===== src/rtl/banner_pkg.sv =====
// Shared types, defaults and event-priority helpers for the banner sequencer.
package banner_pkg;

  typedef enum logic [1:0] {
    StIdle,
    StSlideIn,
    StHold,
    StBlink
  } banner_state_e;

  typedef enum logic [1:0] {
    SelNone  = 2'd0,
    SelWin   = 2'd1,
    SelLose  = 2'd2,
    SelLevel = 2'd3
  } banner_sel_t;

  localparam int unsigned DefTopX        = 250;
  localparam int unsigned DefTargetY     = 200;
  localparam int unsigned DefSlideStartY = 480;
  localparam int unsigned DefSlideStep   = 8;
  localparam int unsigned DefBannerW     = 140;
  localparam int unsigned DefBannerH     = 24;
  localparam int unsigned DefHoldFrames  = 120;
  localparam int unsigned DefBlinkFrames = 60;
  localparam int unsigned DefBlinkPeriod = 8;

  // Simultaneous events resolve win > lose > level.
  function automatic banner_sel_t event_sel(logic win, logic lose, logic level);
    if (win)        return SelWin;
    else if (lose)  return SelLose;
    else if (level) return SelLevel;
    else            return SelNone;
  endfunction

  // Larger rank means higher priority; NONE ranks lowest so any event beats it.
  function automatic logic [1:0] sel_rank(banner_sel_t sel);
    case (sel)
      SelWin:   return 2'd3;
      SelLose:  return 2'd2;
      SelLevel: return 2'd1;
      default:  return 2'd0;
    endcase
  endfunction

endpackage


===== src/rtl/banner_window.sv =====
// Registered rectangle hit test and top-left-relative pixel offsets for the banner.
module banner_window #(
  parameter int unsigned TOP_X    = 250,
  parameter int unsigned BANNER_W = 140,
  parameter int unsigned BANNER_H = 24
) (
  input  logic        clk_i,
  input  logic        rst_i,
  input  logic        en_i,
  input  logic [10:0] top_y_i,
  input  logic [10:0] pixel_x_i,
  input  logic [10:0] pixel_y_i,
  output logic        inside_o,
  output logic [10:0] offset_x_o,
  output logic [10:0] offset_y_o
);

  localparam logic [11:0] Left   = 12'(TOP_X);
  localparam logic [11:0] Right  = 12'(TOP_X + BANNER_W);
  localparam logic [11:0] Height = 12'(BANNER_H);
  localparam logic [10:0] Left11 = 11'(TOP_X);

  logic        inside_d, inside_q;
  logic [10:0] offset_x_d, offset_x_q;
  logic [10:0] offset_y_d, offset_y_q;
  logic [11:0] px, py, top, bottom;

  // 12-bit compares so top + height never wraps near the bottom of the screen.
  always_comb begin
    px         = {1'b0, pixel_x_i};
    py         = {1'b0, pixel_y_i};
    top        = {1'b0, top_y_i};
    bottom     = top + Height;
    inside_d   = en_i && (px >= Left) && (px < Right) && (py >= top) && (py < bottom);
    offset_x_d = inside_d ? (pixel_x_i - Left11) : 11'd0;
    offset_y_d = inside_d ? (pixel_y_i - top_y_i) : 11'd0;
  end

  // One-cycle output register.
  always_ff @(posedge clk_i or posedge rst_i) begin
    if (rst_i) begin
      inside_q   <= 1'b0;
      offset_x_q <= 11'd0;
      offset_y_q <= 11'd0;
    end else begin
      inside_q   <= inside_d;
      offset_x_q <= offset_x_d;
      offset_y_q <= offset_y_d;
    end
  end

  assign inside_o   = inside_q;
  assign offset_x_o = offset_x_q;
  assign offset_y_o = offset_y_q;

endmodule


===== src/rtl/banner_sequencer.sv =====
// Status banner sequencer: latches game events, slides the banner up, holds, blinks, retires.
module banner_sequencer
  import banner_pkg::*;
#(
  parameter int unsigned TOP_X         = DefTopX,
  parameter int unsigned TARGET_Y      = DefTargetY,
  parameter int unsigned SLIDE_START_Y = DefSlideStartY,
  parameter int unsigned SLIDE_STEP    = DefSlideStep,
  parameter int unsigned BANNER_W      = DefBannerW,
  parameter int unsigned BANNER_H      = DefBannerH,
  parameter int unsigned HOLD_FRAMES   = DefHoldFrames,
  parameter int unsigned BLINK_FRAMES  = DefBlinkFrames,
  parameter int unsigned BLINK_PERIOD  = DefBlinkPeriod
) (
  input  logic        clk,
  input  logic        reset,
  input  logic        startOfFrame,
  input  logic [10:0] pixelX,
  input  logic [10:0] pixelY,
  input  logic        winEvent,
  input  logic        loseEvent,
  input  logic        levelEvent,
  output logic        insideRectangle,
  output logic [10:0] offsetX,
  output logic [10:0] offsetY,
  output logic [1:0]  bannerSel,
  output logic        active,
  output logic        done
);

  localparam logic [11:0] TargetY12 = 12'(TARGET_Y);
  localparam logic [10:0] TargetY11 = 11'(TARGET_Y);
  localparam logic [11:0] Step12    = 12'(SLIDE_STEP);
  localparam logic [10:0] StartY    = 11'(SLIDE_START_Y);
  localparam logic [9:0]  HoldLast  = 10'(HOLD_FRAMES - 1);
  localparam logic [9:0]  BlinkLast = 10'(BLINK_FRAMES - 1);
  localparam logic [9:0]  PhaseLast = 10'(BLINK_PERIOD - 1);

  banner_state_e state_d, state_q;
  banner_sel_t   sel_d, sel_q, ev_sel;
  logic [10:0]   top_y_d, top_y_q;
  logic [9:0]    frame_cnt_d, frame_cnt_q;
  logic [9:0]    phase_cnt_d, phase_cnt_q;
  logic          visible_d, visible_q;
  logic          done_d, done_q;
  logic [11:0]   slide_y;

  // Next-state: a higher-priority event restarts; otherwise advance only on frame ticks.
  always_comb begin
    state_d     = state_q;
    sel_d       = sel_q;
    top_y_d     = top_y_q;
    frame_cnt_d = frame_cnt_q;
    phase_cnt_d = phase_cnt_q;
    visible_d   = visible_q;
    done_d      = 1'b0;
    ev_sel      = event_sel(winEvent, loseEvent, levelEvent);
    slide_y     = {1'b0, top_y_q} - Step12;

    if (ev_sel != SelNone && sel_rank(ev_sel) > sel_rank(sel_q)) begin
      state_d     = StSlideIn;
      sel_d       = ev_sel;
      top_y_d     = StartY;
      frame_cnt_d = 10'd0;
      phase_cnt_d = 10'd0;
      visible_d   = 1'b1;
    end else if (startOfFrame) begin
      case (state_q)
        StSlideIn: begin
          // Clamp at the target; bit 11 catches an underflow past zero.
          if (slide_y[11] || slide_y <= TargetY12) begin
            top_y_d     = TargetY11;
            state_d     = StHold;
            frame_cnt_d = 10'd0;
          end else begin
            top_y_d = slide_y[10:0];
          end
        end
        StHold: begin
          if (frame_cnt_q == HoldLast) begin
            state_d     = StBlink;
            frame_cnt_d = 10'd0;
            phase_cnt_d = 10'd0;
            visible_d   = 1'b1;
          end else begin
            frame_cnt_d = frame_cnt_q + 10'd1;
          end
        end
        StBlink: begin
          if (frame_cnt_q == BlinkLast) begin
            state_d     = StIdle;
            sel_d       = SelNone;
            done_d      = 1'b1;
            frame_cnt_d = 10'd0;
            phase_cnt_d = 10'd0;
            visible_d   = 1'b1;
          end else begin
            frame_cnt_d = frame_cnt_q + 10'd1;
            if (phase_cnt_q == PhaseLast) begin
              phase_cnt_d = 10'd0;
              visible_d   = ~visible_q;
            end else begin
              phase_cnt_d = phase_cnt_q + 10'd1;
            end
          end
        end
        default: ;
      endcase
    end
  end

  // Sequencer state and registered status outputs.
  always_ff @(posedge clk or posedge reset) begin
    if (reset) begin
      state_q     <= StIdle;
      sel_q       <= SelNone;
      top_y_q     <= StartY;
      frame_cnt_q <= 10'd0;
      phase_cnt_q <= 10'd0;
      visible_q   <= 1'b1;
      done_q      <= 1'b0;
    end else begin
      state_q     <= state_d;
      sel_q       <= sel_d;
      top_y_q     <= top_y_d;
      frame_cnt_q <= frame_cnt_d;
      phase_cnt_q <= phase_cnt_d;
      visible_q   <= visible_d;
      done_q      <= done_d;
    end
  end

  assign active    = (state_q != StIdle);
  assign bannerSel = sel_q;
  assign done      = done_q;

  banner_window #(
    .TOP_X   (TOP_X),
    .BANNER_W(BANNER_W),
    .BANNER_H(BANNER_H)
  ) u_window (
    .clk_i     (clk),
    .rst_i     (reset),
    .en_i      (active && visible_q),
    .top_y_i   (top_y_q),
    .pixel_x_i (pixelX),
    .pixel_y_i (pixelY),
    .inside_o  (insideRectangle),
    .offset_x_o(offsetX),
    .offset_y_o(offsetY)
  );

endmodule


===== config.mk =====
export PLATFORM = sky130hd
export DESIGN_NAME = banner_sequencer
export DESIGN_NICKNAME = d
export VERILOG_FILES = /design/src/rtl/banner_pkg.sv /design/src/rtl/banner_window.sv /design/src/rtl/banner_sequencer.sv
export SDC_FILE = /design/constraint.sdc
export NUM_CORES = 1
export LEC_CHECK = 0
export CAP_MARGIN = 20
export CORE_MARGIN = 10
export CORE_UTILIZATION = 35
export DETAILED_ROUTE_END_ITERATION = 8
export SETUP_SLACK_MARGIN = 0.2
export SLEW_MARGIN = 30
export SYNTH_ARGS = -nofsm -noshare
export SYNTH_HDL_FRONTEND = slang
export SYNTH_SLANG_ARGS = --single-unit

===== constraint.sdc =====
create_clock -name clk -period 2.43 [get_ports clk]
set_input_delay 0.729 -clock clk [delete_from_list [all_inputs] [get_ports clk]]
set_output_delay 0.729 -clock clk [all_outputs]
set_load 0.01 [all_outputs]

Yosys cells after proc, flatten, opt, wreduce, memory -nomap -nowiden
Cells that the tools add are included.
{ "op_classes": {"n_bitwise": 1, "n_eq_ne": 16, "order_cmp": 6, "reduce_logical": 21, "mux": 42, "add_sub_neg": 6} }
{ "op_table": {"columns": ["cell", "n"], "rows": [
  ["two-way mux 10 bit", 10],
  ["two-way mux 11 bit", 6],
  ["case mux 10 bit (3 select lines)", 1],
  ["two-way mux 2 bit", 11],
  ["adder 10 x 1 -> 10 bit, second input constant", 2],
  ["case mux 10 bit (2 select lines)", 1],
  ["case mux 2 bit (3 select lines)", 3],
  ["adder 11 x 5 -> 12 bit, second input constant", 1],
  ["== test 2 bit, second input constant", 6],
  ["less-or-equal comparator 12 x 8 -> 1 bit, second input constant", 1],
  ["less-than comparator 11 x 12 -> 1 bit", 1],
  ["nonzero test 2 bit", 6],
  ["subtractor 11 x 4 -> 12 bit, second input constant", 1],
  ["greater-or-equal comparator 11 bit", 1],
  ["greater-or-equal comparator 11 x 8 -> 1 bit, second input constant", 1],
  ["less-than comparator 11 x 9 -> 1 bit, second input constant", 1],
  ["subtractor 11 bit", 1],
  ["subtractor 11 x 8 -> 11 bit, second input constant", 1],
  ["== test 10 x 3 -> 1 bit, second input constant", 1],
  ["== test 10 x 6 -> 1 bit, second input constant", 1],
  ["== test 10 x 7 -> 1 bit, second input constant", 1],
  ["two-way mux 1 bit", 9],
  ["inequality test 3 bit, second input constant", 3],
  ["AND reduction 3 bit", 3],
  ["12 further kinds", 19]
]} }
{ "totals": {"reg_bits": 60, "in_bits": 28} }

Depth between registers and ports, before layout
Gate-level depths: netlist (run 1).
{ "logic_depth": {"ltp_word": 9, "depth_mapped": 13, "ltp_nobuf": 11} }

Modules after synthesis
A second synthesis (run 1) with hierarchy kept.
{ "unflattened": {"cells_unflattened": 431, "area_unflattened_um2": 3848.7} }
{ "modules_own_cells": {"columns": ["mod", "cells_per_inst", "area_per_inst_um2", "instances"], "rows": [
  ["banner_sequencer", 244, 2138.3, 1],
  ["banner_window", 187, 1710.4, 1]
]} }

Least setup slack after synthesis (run 1)
No wires, ideal clock.
{ "synth_timing": {"path_kind": "input to register", "startpoint": "input winEvent", "endpoint": "register phase_cnt_q[4]", "path_stages": 9, "arrival_ns": 2.871, "setup_ns": 0.076, "setup_slack_ns": -0.517, "cell_sequence": "o21bai_1 ha_1 ha_1 nor2b_1 o21ai_1 nand4_1 or3_4 or3_1 o21ai_1"} }
{ "synth_between": {"elab_chain_len": 7, "word_cells_on_any_way": 13, "cone_classes": "order compare (1); eq/ne (4); mux (3); reduce/logical (5)"} }
{ "synth_lines": {"columns": ["item", "line", "rtl"], "rows": [
  ["start: declaration", "banner_sequencer.sv:20", "input logic winEvent,"],
  ["two-way mux 2 bit *", "banner_pkg.sv:30", "if (win) return SelWin;"],
  ["== test 2 bit or == test 2 x 1 -> 1 bit (tied branches)", "banner_pkg.sv:38", "case (sel)"],
  ["case mux 2 bit (3 select lines)", "banner_pkg.sv:38", null],
  ["greater-than comparator 2 bit", "banner_sequencer.sv:60", "if (ev_sel != SelNone && sel_rank(ev_sel) > sel_rank(sel_q)) begin"],
  ["logical AND 1 bit *", "banner_sequencer.sv:60", null],
  ["inequality test 3 bit (no line), or another cell as far along", null, null],
  ["AND reduction 3 bit (no line)", null, null],
  ["end signal: assignment", "banner_sequencer.sv:127", "phase_cnt_q <= phase_cnt_d;"],
  ["end: declaration", "banner_sequencer.sv:43", "logic [9:0] phase_cnt_d, phase_cnt_q;"]
]} }
Every way passes the cells marked *; elsewhere a longest branch is shown, timed or not.
A chain may end at the register's enable or synchronous reset.

Worst setup path after layout (run 1)
{ "layout_timing": {"startpoint": "input pixelX[4]", "endpoint": "register u_window.offset_y_q[8], in the netlist u_window.offset_y_o[8]"} }
{ "layout_between": {"elab_chain_len": 6, "word_cells_on_any_way": 7, "cone_classes": "order compare (2); mux (1); reduce/logical (4)"} }
{ "layout_lines": {"columns": ["item", "line", "rtl"], "rows": [
  ["start: declaration", "banner_sequencer.sv:18", "input logic [10:0] pixelX,"],
  ["greater-or-equal comparator 11 x 8 -> 1 bit", "banner_window.sv:34", "inside_d = en_i && (px >= Left) && (px < Right) && (py >= top) && (py < bottom);"],
  ["logical AND 1 bit", "banner_window.sv:34", null],
  ["logical AND 1 bit * (3 in series)", "banner_window.sv:34", null],
  ["two-way mux 11 bit *", "banner_window.sv:36", "offset_y_d = inside_d ? (pixel_y_i - top_y_i) : 11'd0;"],
  ["named net u_window.offset_y_d[8]", "banner_window.sv:25", "logic [10:0] offset_y_d, offset_y_q;"],
  ["end signal: assignment", "banner_window.sv:48", "offset_y_q <= offset_y_d;"],
  ["end: declaration", "banner_window.sv:25", null]
]} }
The timed path passes the listed nets; every way through them passes the cells marked *.

==> results of run 1 <==
[metrics by stage]
stage / cells / setup TNS (ns) / setup WS, ns / utilization / hold WS (ns)
after floorplan: 436 / -1.31 / -0.389 / - / 0.465
after global placement: 688 / -28.55 / -0.761 / 0.492 / 0.496
after detailed placement: 688 / -29.55 / -0.806 / 0.492 / 0.510
after CTS: 712 / -0.0439 / -0.0294 / 0.538 / 0.522
after global routing: 721 / -5.33 / -0.188 / 0.570 / 0.543
final: 721 / -2.17 / -0.0989 / 0.570 / 0.525
[power by group]
group	switching, mW	leakage, nW	internal (mW)	total (mW)
logic	1.73	1.77	1.83	3.55
clock network	0.388	0.113	0.585	0.973
registers	0.0712	0.766	1.06	1.13
total	2.19	2.65	3.47	5.66
[worst min-delay path: cells and delay by family, from the launching register on]
| family | cells | cell delay, ns |
|---|---|---|
| buffers and inverters | 1 | 0.08 |
| AOI/OAI and AO/OA | 1 | 0.06 |
| DFF | 1 | 0.38 |
[state kept, by name, summed over array words and instances, names as in the netlist]
signal and count:
phase_cnt_q 10, u_window.offset_x_o 11, frame_cnt_q 10, u_window.offset_y_o 11, done 1, visible_q 1
state_q 2, top_y_q 8, bannerSel 2, u_window.inside_o 1
[metal layers]
layer  wire [um]  track usage
met5           0            0
met4         149       0.0531
met3         615       0.0357
met2        5570        0.238
met1        4950        0.167
[kinds of logic after synthesis]
group	after synthesis	share of synthesized area
flops	57	0.379
fa+ha+maj	30	0.0994
compound gates	114	0.195
mux	2	0.00596
buf+inv	51	0.0537
simple gates	159	0.216
xor+xnor	21	0.0487
other cells	2	0.00199
[what timing repair did]
item,4_1_cts,5_1_grt
pin swaps,12,18
endpoints found under the setup margin,58,55
buffers inserted,7,7
cloned,1,2
hold buffers,0,0
resized for setup,70,56
[cells in the final DEF (no fill, tap or decap), drive strengths merged, types with 4 or more instances in the layout]
| cell type | count |
|---|---|
| nand2b | 8 |
| nand2 | 26 |
| o21ai | 38 |
| o211ai | 4 |
| nor2b | 4 |
| a31oi | 4 |
| dfstp | 5 |
| clkbuf | 16 |
| nor2 | 44 |
| xor2 | 11 |
| clkdlybuf4s50 | 42 |
| nand4 | 7 |
| dfrtp | 52 |
| a211o | 4 |
| inv | 32 |
| and3 | 10 |
| nand3 | 19 |
| ha | 30 |
| dlygate4sd2 | 6 |
| buf | 98 |
| a21oi | 22 |
| a31o | 4 |
| xnor2 | 10 |
| o22ai | 4 |
| nor3 | 21 |
[worst max path at each step]
| stage | cells after the start | to | slack (ns) | start |
|---|---|---|---|---|
| floorplan | 9 | phase_cnt_q[5]$_DFFE_PP0P_ | -0.39 | winEvent |
| global placement | 11 | phase_cnt_q[5]$_DFFE_PP0P_ | -0.76 | loseEvent |
| detailed placement | 11 | phase_cnt_q[5]$_DFFE_PP0P_ | -0.81 | loseEvent |
| CTS | 11 | phase_cnt_q[5]$_DFFE_PP0P_ | -0.03 | loseEvent |
| global route | 10 | u_window.offset_y_o[8]$_DFF_PP0_ | -0.19 | top_y_q[6]$_DFFE_PP1P_ |
| finish | 7 | u_window.offset_y_o[8]$_DFF_PP0_ | -0.1 | pixelX[4] |
[area by class of cell]
class	count	area share
inverters	32	0.0202
flip-flops and latches	57	0.242
clock inverters	2	0.00590
clock buffers	14	0.0308
repair buffers	152	0.236
multi-input cells	328	0.437
well taps	136	0.0287
==> flow_summary.html, run 1 <==
<table>
<tr><th>Metric</th><th>Value</th></tr>
<tr><th colspan="2">CTS</th></tr>
<tr><td>H-tree levels</td><td>3</td></tr>
<tr><td>TritonCTS clock tree</td><td>built</td></tr>
<tr><td>Insertion delay to the later sink of the worst-skew pair</td><td>0.35 ns</td></tr>
<tr><td>Total clock buffers created by CTS</td><td>9</td></tr>
<tr><td>Number of buffers on the longest clock path</td><td>2</td></tr>
<tr><td>Clk Tree Root Cell</td><td>sky130_fd_sc_hd__clkbuf_8</td></tr>
<tr><td>Post-CTS clock slew at the launch and capture registers of the worst setup and hold paths</td><td>0.07 ns</td></tr>
<tr><td>Number of clock sinks</td><td>57</td></tr>
<tr><th colspan="2">Worst hold path</th></tr>
<tr><td>Worst Min Path Start</td><td>visible_q$_DFFE_PP1P_</td></tr>
<tr><td>Worst Hold Path Cells</td><td>2</td></tr>
<tr><td>Class of the tightest hold or removal check</td><td>reg -&gt; reg</td></tr>
<tr><td>Destination of the worst hold path</td><td>visible_q$_DFFE_PP1P_</td></tr>
<tr><th colspan="2">Finish</th></tr>
<tr><td>Final-layout fill cell count</td><td>906</td></tr>
<tr><td>Share of post-route cells with drive strength above 1</td><td>0.354</td></tr>
<tr><td>Area growth from synthesis to final layout</td><td>57.1%</td></tr>
<tr><td>Total Nets Final</td><td>638</td></tr>
<tr><td>Design Area, Final</td><td>5940 um2</td></tr>
<tr><td>Multi-input gate area in the final layout</td><td>2590 um2</td></tr>
<tr><td>Combined flip-flop and latch cell area</td><td>1430 um2</td></tr>
<tr><td>Inserted Diodes</td><td>0</td></tr>
<tr><th colspan="2">Floorplanning</th></tr>
<tr><td>Total number of placement rows</td><td>37</td></tr>
<tr><td>Die area</td><td>15300 um2</td></tr>
<tr><td>Area of the placeable core</td><td>10400 um2</td></tr>
<tr><td>Chip Width</td><td>124 um</td></tr>
<tr><td>Initial standard-cell utilization of the core</td><td>0.363</td></tr>
<tr><td>I/O pin cnt</td><td>55</td></tr>
<tr><td>Die Y</td><td>124 um</td></tr>
<tr><th colspan="2">Yosys</th></tr>
<tr><td>Sequential cell area fraction in the yosys report</td><td>0.379</td></tr>
<tr><td>Distinct cell type count after synthesis</td><td>60</td></tr>
<tr><td>FF+latch count, synth</td><td>57</td></tr>
<tr><td>Number of warning messages in the yosys log</td><td>0</td></tr>
<tr><td>Combined area of all synthesized cells</td><td>3780 um2</td></tr>
<tr><td>Area contributors post-synth</td><td>sky130_fd_sc_hd__dfrtp_1 34%, sky130_fd_sc_hd__ha_1 9.9%, sky130_fd_sc_hd__o21ai_0 4.6%, sky130_fd_sc_hd__nor2_1 4.4%, sky130_fd_sc_hd__dfstp_2 3.5%</td></tr>
<tr><td>Largest area contributor in the netlist</td><td>sky130_fd_sc_hd__dfrtp_1</td></tr>
<tr><td>Fraction of synthesized cell area taken by the top area cell type</td><td>0.344</td></tr>
<tr><td>Post-Syn Nets</td><td>494</td></tr>
<tr><td>Post-synthesis instance total</td><td>436</td></tr>
<tr><td>Average cell area after synthesis</td><td>8.66 um2</td></tr>
<tr><td>Library cell with the highest instance count after synthesis</td><td>sky130_fd_sc_hd__dfrtp_1</td></tr>
<tr><td>Async S/R FF share, synth</td><td>1.00</td></tr>
<tr><td>Main synth FF type</td><td>sky130_fd_sc_hd__dfrtp_1</td></tr>
<tr><td>EDFF count, synth</td><td>0</td></tr>
<tr><td>Most instantiated cells after synthesis</td><td>52 x sky130_fd_sc_hd__dfrtp_1, 44 x sky130_fd_sc_hd__nor2_1, 35 x sky130_fd_sc_hd__o21ai_0</td></tr>
<tr><th colspan="2">Timing</th></tr>
<tr><td>Worst path setup slack after routing</td><td>-0.0989 ns</td></tr>
<tr><td>Final setup violation count</td><td>33</td></tr>
<tr><td>Unrepaired setup endpoints after global routing</td><td>true</td></tr>
<tr><td>Maximum achievable frequency</td><td>395 MHz</td></tr>
<tr><td>Final cycle utilization of the critical path</td><td>1.04</td></tr>
<tr><td>Max-slew violation count</td><td>0</td></tr>
<tr><td>Final critical path time including I/O delays and setup</td><td>2.53 ns</td></tr>
<tr><td>Fin. Hold Viols</td><td>0</td></tr>
<tr><td>Clk_skew</td><td>0.0123 ns</td></tr>
<tr><th colspan="2">Placement</th></tr>
<tr><td>Total placed instance area</td><td>5130 um2</td></tr>
<tr><td>Weighted congestion at the end of routability-driven global placement</td><td>0.859</td></tr>
<tr><td>Number of buffers inserted by port buffering</td><td>54</td></tr>
<tr><td>Placed wire-length estimate</td><td>7890 um</td></tr>
<tr><th colspan="2">Worst setup path</th></tr>
<tr><td>Reg-to-reg startpoint</td><td>top_y_q[8]$_DFFE_PP1P_</td></tr>
<tr><td>Type of element capturing the critical path</td><td>flop</td></tr>
<tr><td>CP Data Arrival Time</td><td>2.80 ns</td></tr>
<tr><td>Combined buffer and inverter count along the critical path</td><td>2</td></tr>
<tr><td>CP peak stage delay</td><td>0.54 ns</td></tr>
<tr><td>Cell family with most CP delay</td><td>simple AND/OR/NAND/NOR gates</td></tr>
<tr><td>Setup slack, reg-to-reg</td><td>-0.04 ns</td></tr>
<tr><td>Data required, critical path</td><td>2.71 ns</td></tr>
<tr><td>Critical register-to-register path endpoint</td><td>u_window.offset_y_o[8]$_DFF_PP0_</td></tr>
<tr><td>Worst setup path class</td><td>in -&gt; reg</td></tr>
<tr><td>Critical path, cell by cell</td><td>clkdlybuf4s50_1, or4_1, o211ai_1, nand4_1, a211o_2, clkbuf_16, nor2_2</td></tr>
<tr><td>Crit-path slowest cell</td><td>sky130_fd_sc_hd__or4_1</td></tr>
<tr><td>CP startpoint kind</td><td>input pin</td></tr>
<tr><td>Top fanout value on the critical path</td><td>11</td></tr>
<tr><td>Depth of the worst register-to-register path</td><td>11</td></tr>
<tr><th colspan="2">Detailed routing</th></tr>
<tr><td>Routed wire length</td><td>11300 um</td></tr>
<tr><td>DRC violation total after the first TritonRoute iteration</td><td>218</td></tr>
<tr><td>Remaining number of nets flagged by the antenna check after routing</td><td>0</td></tr>
<tr><td>DRC Markers</td><td>0</td></tr>
<tr><td>Post-detailed-route via-to-cell ratio</td><td>5.24</td></tr>
<tr><td>Vias after detailed routing</td><td>3776</td></tr>
<tr><td>Detailed-router iteration count before antenna repair</td><td>4</td></tr>
<tr><td>Drt wl/cell</td><td>15.7 um</td></tr>
<tr><th colspan="2">GRT</th></tr>
<tr><td>Vias in the first global route</td><td>3738</td></tr>
<tr><td>Global-route wire length before repair</td><td>17500 um</td></tr>
<tr><td>Pin count of the biggest net entering global routing</td><td>58</td></tr>
<tr><td>Initial antenna violation count</td><td>0</td></tr>
<tr><td>Total congestion overflow</td><td>0</td></tr>
<tr><td>Overall track demand over capacity in global routing</td><td>0.140</td></tr>
<tr><th colspan="2">Run status</th></tr>
<tr><td>Violations in the final reports</td><td>setup timing</td></tr>
<tr><td>Status</td><td>finished, violations left</td></tr>
<tr><th colspan="2">Pwr</th></tr>
<tr><td>Cell Pwr Density</td><td>953 nW/um2</td></tr>
<tr><td>Peak supply drop</td><td>0.611 mV</td></tr>
<tr><td>Leakage</td><td>2.65 nW</td></tr>
<tr><td>Design Power</td><td>5.66 mW</td></tr>
<tr><th colspan="2">Job</th></tr>
<tr><td>Count of maximum capacitance violations</td><td>0</td></tr>
</table>
Note: power is estimated with default switching activity, not from simulation.
==> inputs of run 2 (changes only) <==
--- a/config.mk
+++ b/config.mk
@@ -8,6 +8,7 @@
 export CAP_MARGIN = 20
 export CORE_MARGIN = 10
 export CORE_UTILIZATION = 35
+export CTS_BUF_LIST = sky130_fd_sc_hd__clkbuf_8
 export DETAILED_ROUTE_END_ITERATION = 8
 export SETUP_SLACK_MARGIN = 0.2
 export SLEW_MARGIN = 30
==> flow_summary.html, run 2 (synthesized netlist as in run 1, its figures left out) <==
<table>
<tr><th>Metric</th><th>Value</th></tr>
<tr><th colspan="2">Worst setup path</th></tr>
<tr><td>Depth of the worst register-to-register path</td><td>11 (unchanged)</td></tr>
<tr><td>Worst setup path class</td><td>in -&gt; reg</td></tr>
<tr><td>Top fanout value on the critical path</td><td>11 (unchanged)</td></tr>
<tr><td>Data required, critical path</td><td>2.71 ns (about the same)</td></tr>
<tr><td>Worst Setup SP</td><td>pixelX[4]</td></tr>
<tr><td>Type of element capturing the critical path</td><td>flop</td></tr>
<tr><td>CP startpoint kind</td><td>input pin</td></tr>
<tr><td>Reg-to-reg startpoint</td><td>top_y_q[8]$_DFFE_PP1P_</td></tr>
<tr><td>CP Data Arrival Time</td><td>2.80 ns (about the same)</td></tr>
<tr><th colspan="2">CTS</th></tr>
<tr><td>H-tree levels</td><td>3 (unchanged)</td></tr>
<tr><td>Clk Tree Root Cell</td><td>sky130_fd_sc_hd__clkbuf_8</td></tr>
<tr><td>Number of buffers on the longest clock path</td><td>2 (unchanged)</td></tr>
<tr><td>Total clock buffers created by CTS</td><td>9 (unchanged)</td></tr>
<tr><td>Post-CTS clock slew at the launch and capture registers of the worst setup and hold paths</td><td>0.07 ns (about the same)</td></tr>
<tr><td>Insertion delay to the later sink of the worst-skew pair</td><td>0.35 ns (about the same)</td></tr>
<tr><td>Hold buffer count at cts</td><td>0 (unchanged)</td></tr>
<tr><td>Number of clock sinks</td><td>57 (unchanged)</td></tr>
<tr><td>TritonCTS clock tree</td><td>built</td></tr>
<tr><th colspan="2">Job</th></tr>
<tr><td>Count of maximum capacitance violations</td><td>0 (unchanged)</td></tr>
<tr><th colspan="2">Placement</th></tr>
<tr><td>Weighted congestion at the end of routability-driven global placement</td><td>0.859 (unchanged)</td></tr>
<tr><td>Number of buffers inserted by port buffering</td><td>54 (unchanged)</td></tr>
<tr><td>Placed wire-length estimate</td><td>7890 um (unchanged)</td></tr>
<tr><td>Total placed instance area</td><td>5130 um2 (unchanged)</td></tr>
<tr><th colspan="2">Detailed routing</th></tr>
<tr><td>DRC violation total after the first TritonRoute iteration</td><td>218 (unchanged)</td></tr>
<tr><td>Routed wire length</td><td>11300 um (unchanged)</td></tr>
<tr><td>Detailed-router iteration count before antenna repair</td><td>4 (unchanged)</td></tr>
<tr><td>DRC Markers</td><td>0 (unchanged)</td></tr>
<tr><td>Drt wl/cell</td><td>15.7 um (unchanged)</td></tr>
<tr><td>Post-detailed-route via-to-cell ratio</td><td>5.24 (about the same)</td></tr>
<tr><td>Remaining number of nets flagged by the antenna check after routing</td><td>0 (unchanged)</td></tr>
<tr><td>Vias after detailed routing</td><td>3778 (+0.053%)</td></tr>
<tr><th colspan="2">Floorplanning</th></tr>
<tr><td>Chip Width</td><td>124 um (unchanged)</td></tr>
<tr><td>Area of the placeable core</td><td>10400 um2 (unchanged)</td></tr>
<tr><td>Total number of placement rows</td><td>37 (unchanged)</td></tr>
<tr><td>I/O pin cnt</td><td>55 (unchanged)</td></tr>
<tr><td>Initial standard-cell utilization of the core</td><td>0.363 (unchanged)</td></tr>
<tr><td>Die Y</td><td>124 um (unchanged)</td></tr>
<tr><td>Die area</td><td>15300 um2 (unchanged)</td></tr>
<tr><th colspan="2">Pwr</th></tr>
<tr><td>Sw Share</td><td>0.387 (about the same)</td></tr>
<tr><td>Sequential power share</td><td>0.200 (about the same)</td></tr>
<tr><td>Peak supply drop</td><td>0.611 mV (about the same)</td></tr>
<tr><td>Switching Power</td><td>2.19 mW (about the same)</td></tr>
<tr><td>Clk pwr share</td><td>0.171 (about the same)</td></tr>
<tr><td>Power Internal</td><td>3.47 mW (-0.12%)</td></tr>
<tr><td>Design Power</td><td>5.66 mW (about the same)</td></tr>
<tr><td>Cell Pwr Density</td><td>953 nW/um2 (about the same)</td></tr>
<tr><td>Leakage</td><td>2.65 nW (+0.16%)</td></tr>
<tr><td>Fraction of power consumed by combinational cells</td><td>0.628 (about the same)</td></tr>
<tr><th colspan="2">GRT</th></tr>
<tr><td>Global-route track usage on met2</td><td>0.238 (unchanged)</td></tr>
<tr><td>Initial antenna violation count</td><td>0 (unchanged)</td></tr>
<tr><td>Pin count of the biggest net entering global routing</td><td>58 (unchanged)</td></tr>
<tr><td>Overall track demand over capacity in global routing</td><td>0.140 (unchanged)</td></tr>
<tr><td>Met1 Use GR</td><td>0.167 (unchanged)</td></tr>
<tr><td>Global-route wire length before repair</td><td>17500 um (unchanged)</td></tr>
<tr><td>Busiest layer in global routing</td><td>met2</td></tr>
<tr><td>Total congestion overflow</td><td>0 (unchanged)</td></tr>
<tr><td>Vias in the first global route</td><td>3738 (unchanged)</td></tr>
<tr><td>Met3 layer usage reported by global route</td><td>0.0357 (unchanged)</td></tr>
<tr><th colspan="2">Timing</th></tr>
<tr><td>Setup Total Neg Slack</td><td>-2.16 ns (+0.00805 ns)</td></tr>
<tr><td>Final setup violation count</td><td>33 (unchanged)</td></tr>
<tr><td>Fin. Hold Viols</td><td>0 (unchanged)</td></tr>
<tr><td>Max-slew violation count</td><td>0 (unchanged)</td></tr>
<tr><td>Final cycle utilization of the critical path</td><td>1.04 (about the same)</td></tr>
<tr><td>Worst path setup slack after routing</td><td>-0.0988 ns (+0.0000520 ns)</td></tr>
<tr><td>Unrepaired setup endpoints after global routing</td><td>true</td></tr>
<tr><td>Clk_skew</td><td>0.0126 ns (+0.000371 ns)</td></tr>
<tr><td>Final-layout worst hold slack</td><td>0.525 ns (unchanged)</td></tr>
<tr><td>Maximum achievable frequency</td><td>395 MHz (about the same)</td></tr>
<tr><td>Final critical path time including I/O delays and setup</td><td>2.53 ns (-0.0000520 ns)</td></tr>
<tr><th colspan="2">Worst hold path</th></tr>
<tr><td>Worst Min Path Start</td><td>visible_q$_DFFE_PP1P_</td></tr>
<tr><td>Class of the tightest hold or removal check</td><td>reg -&gt; reg</td></tr>
<tr><td>Worst Hold Path Cells</td><td>2 (unchanged)</td></tr>
<tr><th colspan="2">Finish</th></tr>
<tr><td>Total Nets Final</td><td>638 (unchanged)</td></tr>
<tr><td>Area growth from synthesis to final layout</td><td>57.1% (unchanged)</td></tr>
<tr><td>Design Area, Final</td><td>5940 um2 (unchanged)</td></tr>
<tr><td>Most common library cell in the layout ignoring fill and taps</td><td>sky130_fd_sc_hd__buf_4</td></tr>
<tr><td>Most used cells in the layout excluding fill and tap cells</td><td>83 x sky130_fd_sc_hd__buf_4, 51 x sky130_fd_sc_hd__dfrtp_1, 42 x sky130_fd_sc_hd__clkdlybuf4s50_1, 26 x sky130_fd_sc_hd__inv_1, 24 x sky130_fd_sc_hd__nand2_1</td></tr>
<tr><td>Inserted Diodes</td><td>0 (unchanged)</td></tr>
<tr><td>Share of post-route cells with drive strength above 1</td><td>0.354 (unchanged)</td></tr>
<tr><td>Final-layout fill cell count</td><td>906 (unchanged)</td></tr>
<tr><th colspan="2">Run status</th></tr>
<tr><td>Status</td><td>finished, violations left</td></tr>
<tr><td>Violations in the final reports</td><td>setup timing</td></tr>
</table>
-- run 2: cell count changes in the layout (fill, tap and decap cells not counted) --
cell                       previous run  this run
sky130_fd_sc_hd__clkbuf_1             1         0
sky130_fd_sc_hd__inv_1               25        26
-- run 2: area by class of cell --
| class | count | area, um2 | share of cell area |
|---|---|---|---|
| multi-input cells | 328 | 2590 | 0.437 |
| flip-flops and latches | 57 | 1430 | 0.242 |
| repair buffers | 152 | 1400 | 0.236 |
| clock buffers | 13 | 179 | 0.0301 |
| well taps | 136 | 170 | 0.0287 |
| inverters | 32 | 120 | 0.0202 |
| clock inverters | 3 | 38.8 | 0.00653 |
-- run 2: per-layer routing --
| layer | part of all wire | wire length (um) | up-vias |
|---|---|---|---|
| li1 | - | - | 1852 |
| met1 | 0.44 | 4950 | 1827 |
| met2 | 0.49 | 5580 | 84 |
| met3 | 0.054 | 615 | 15 |
| met4 | 0.013 | 149 | 0 |
| met5 | 0 | 0 | - |
-- run 2: path summary, 6_finish.rpt --
| check | to | slack (ns) |
|---|---|---|
| min | visible_q$_DFFE_PP1P_ | 0.52 |
| max in group asynchronous | top_y_q[7]$_DFFE_PP1P_ | 1.35 |
| min in group asynchronous | u_window.offset_x_o[0]$_DFF_PP0_ | 0.76 |
| max | u_window.offset_y_o[8]$_DFF_PP0_ | -0.1 |
| max reg2reg | u_window.offset_y_o[8]$_DFF_PP0_ | -0.04 |
| min reg2reg | visible_q$_DFFE_PP1P_ | 0.52 |
-- run 2: worst max-delay path, stage by stage --
cell and delay [ns]:
sky130_fd_sc_hd__clkdlybuf4s50_1 0.44, sky130_fd_sc_hd__or4_1 0.54, sky130_fd_sc_hd__o211ai_1 0.22, sky130_fd_sc_hd__nand4_1 0.17, sky130_fd_sc_hd__a211o_2 0.39, sky130_fd_sc_hd__clkbuf_16 0.23, sky130_fd_sc_hd__nor2_2 0.08
-- run 2: timing repair --
action,in CTS,in global routing
cloned,1,2
pin swaps,12,18
endpoints found under the setup margin,58,55
endpoints found under the hold margin,0,0
setup buffers,7,7
resized for setup,70,56
-- run 2: per-stage QoR --
stage          instances  utilization  worst slack, ns
6_report             721        0.570          -0.0988
5_1_grt              721        0.570           -0.188
3_3_place_gp         688        0.492           -0.761
2_1_floorplan        436            -           -0.389
4_1_cts              712        0.538          -0.0294
3_5_place_dp         688        0.492           -0.806
-- run 2: power by group through the flow --
stage	clock network, mW	logic [mW]	registers, mW
2_1_floorplan	0	1.73	1.16
3_3_place_gp	0	2.60	1.15
3_5_place_dp	0	2.68	1.15
4_1_cts	0.994	3.11	1.13
5_1_grt	1.04	3.85	1.15
6_report	0.969	3.55	1.13
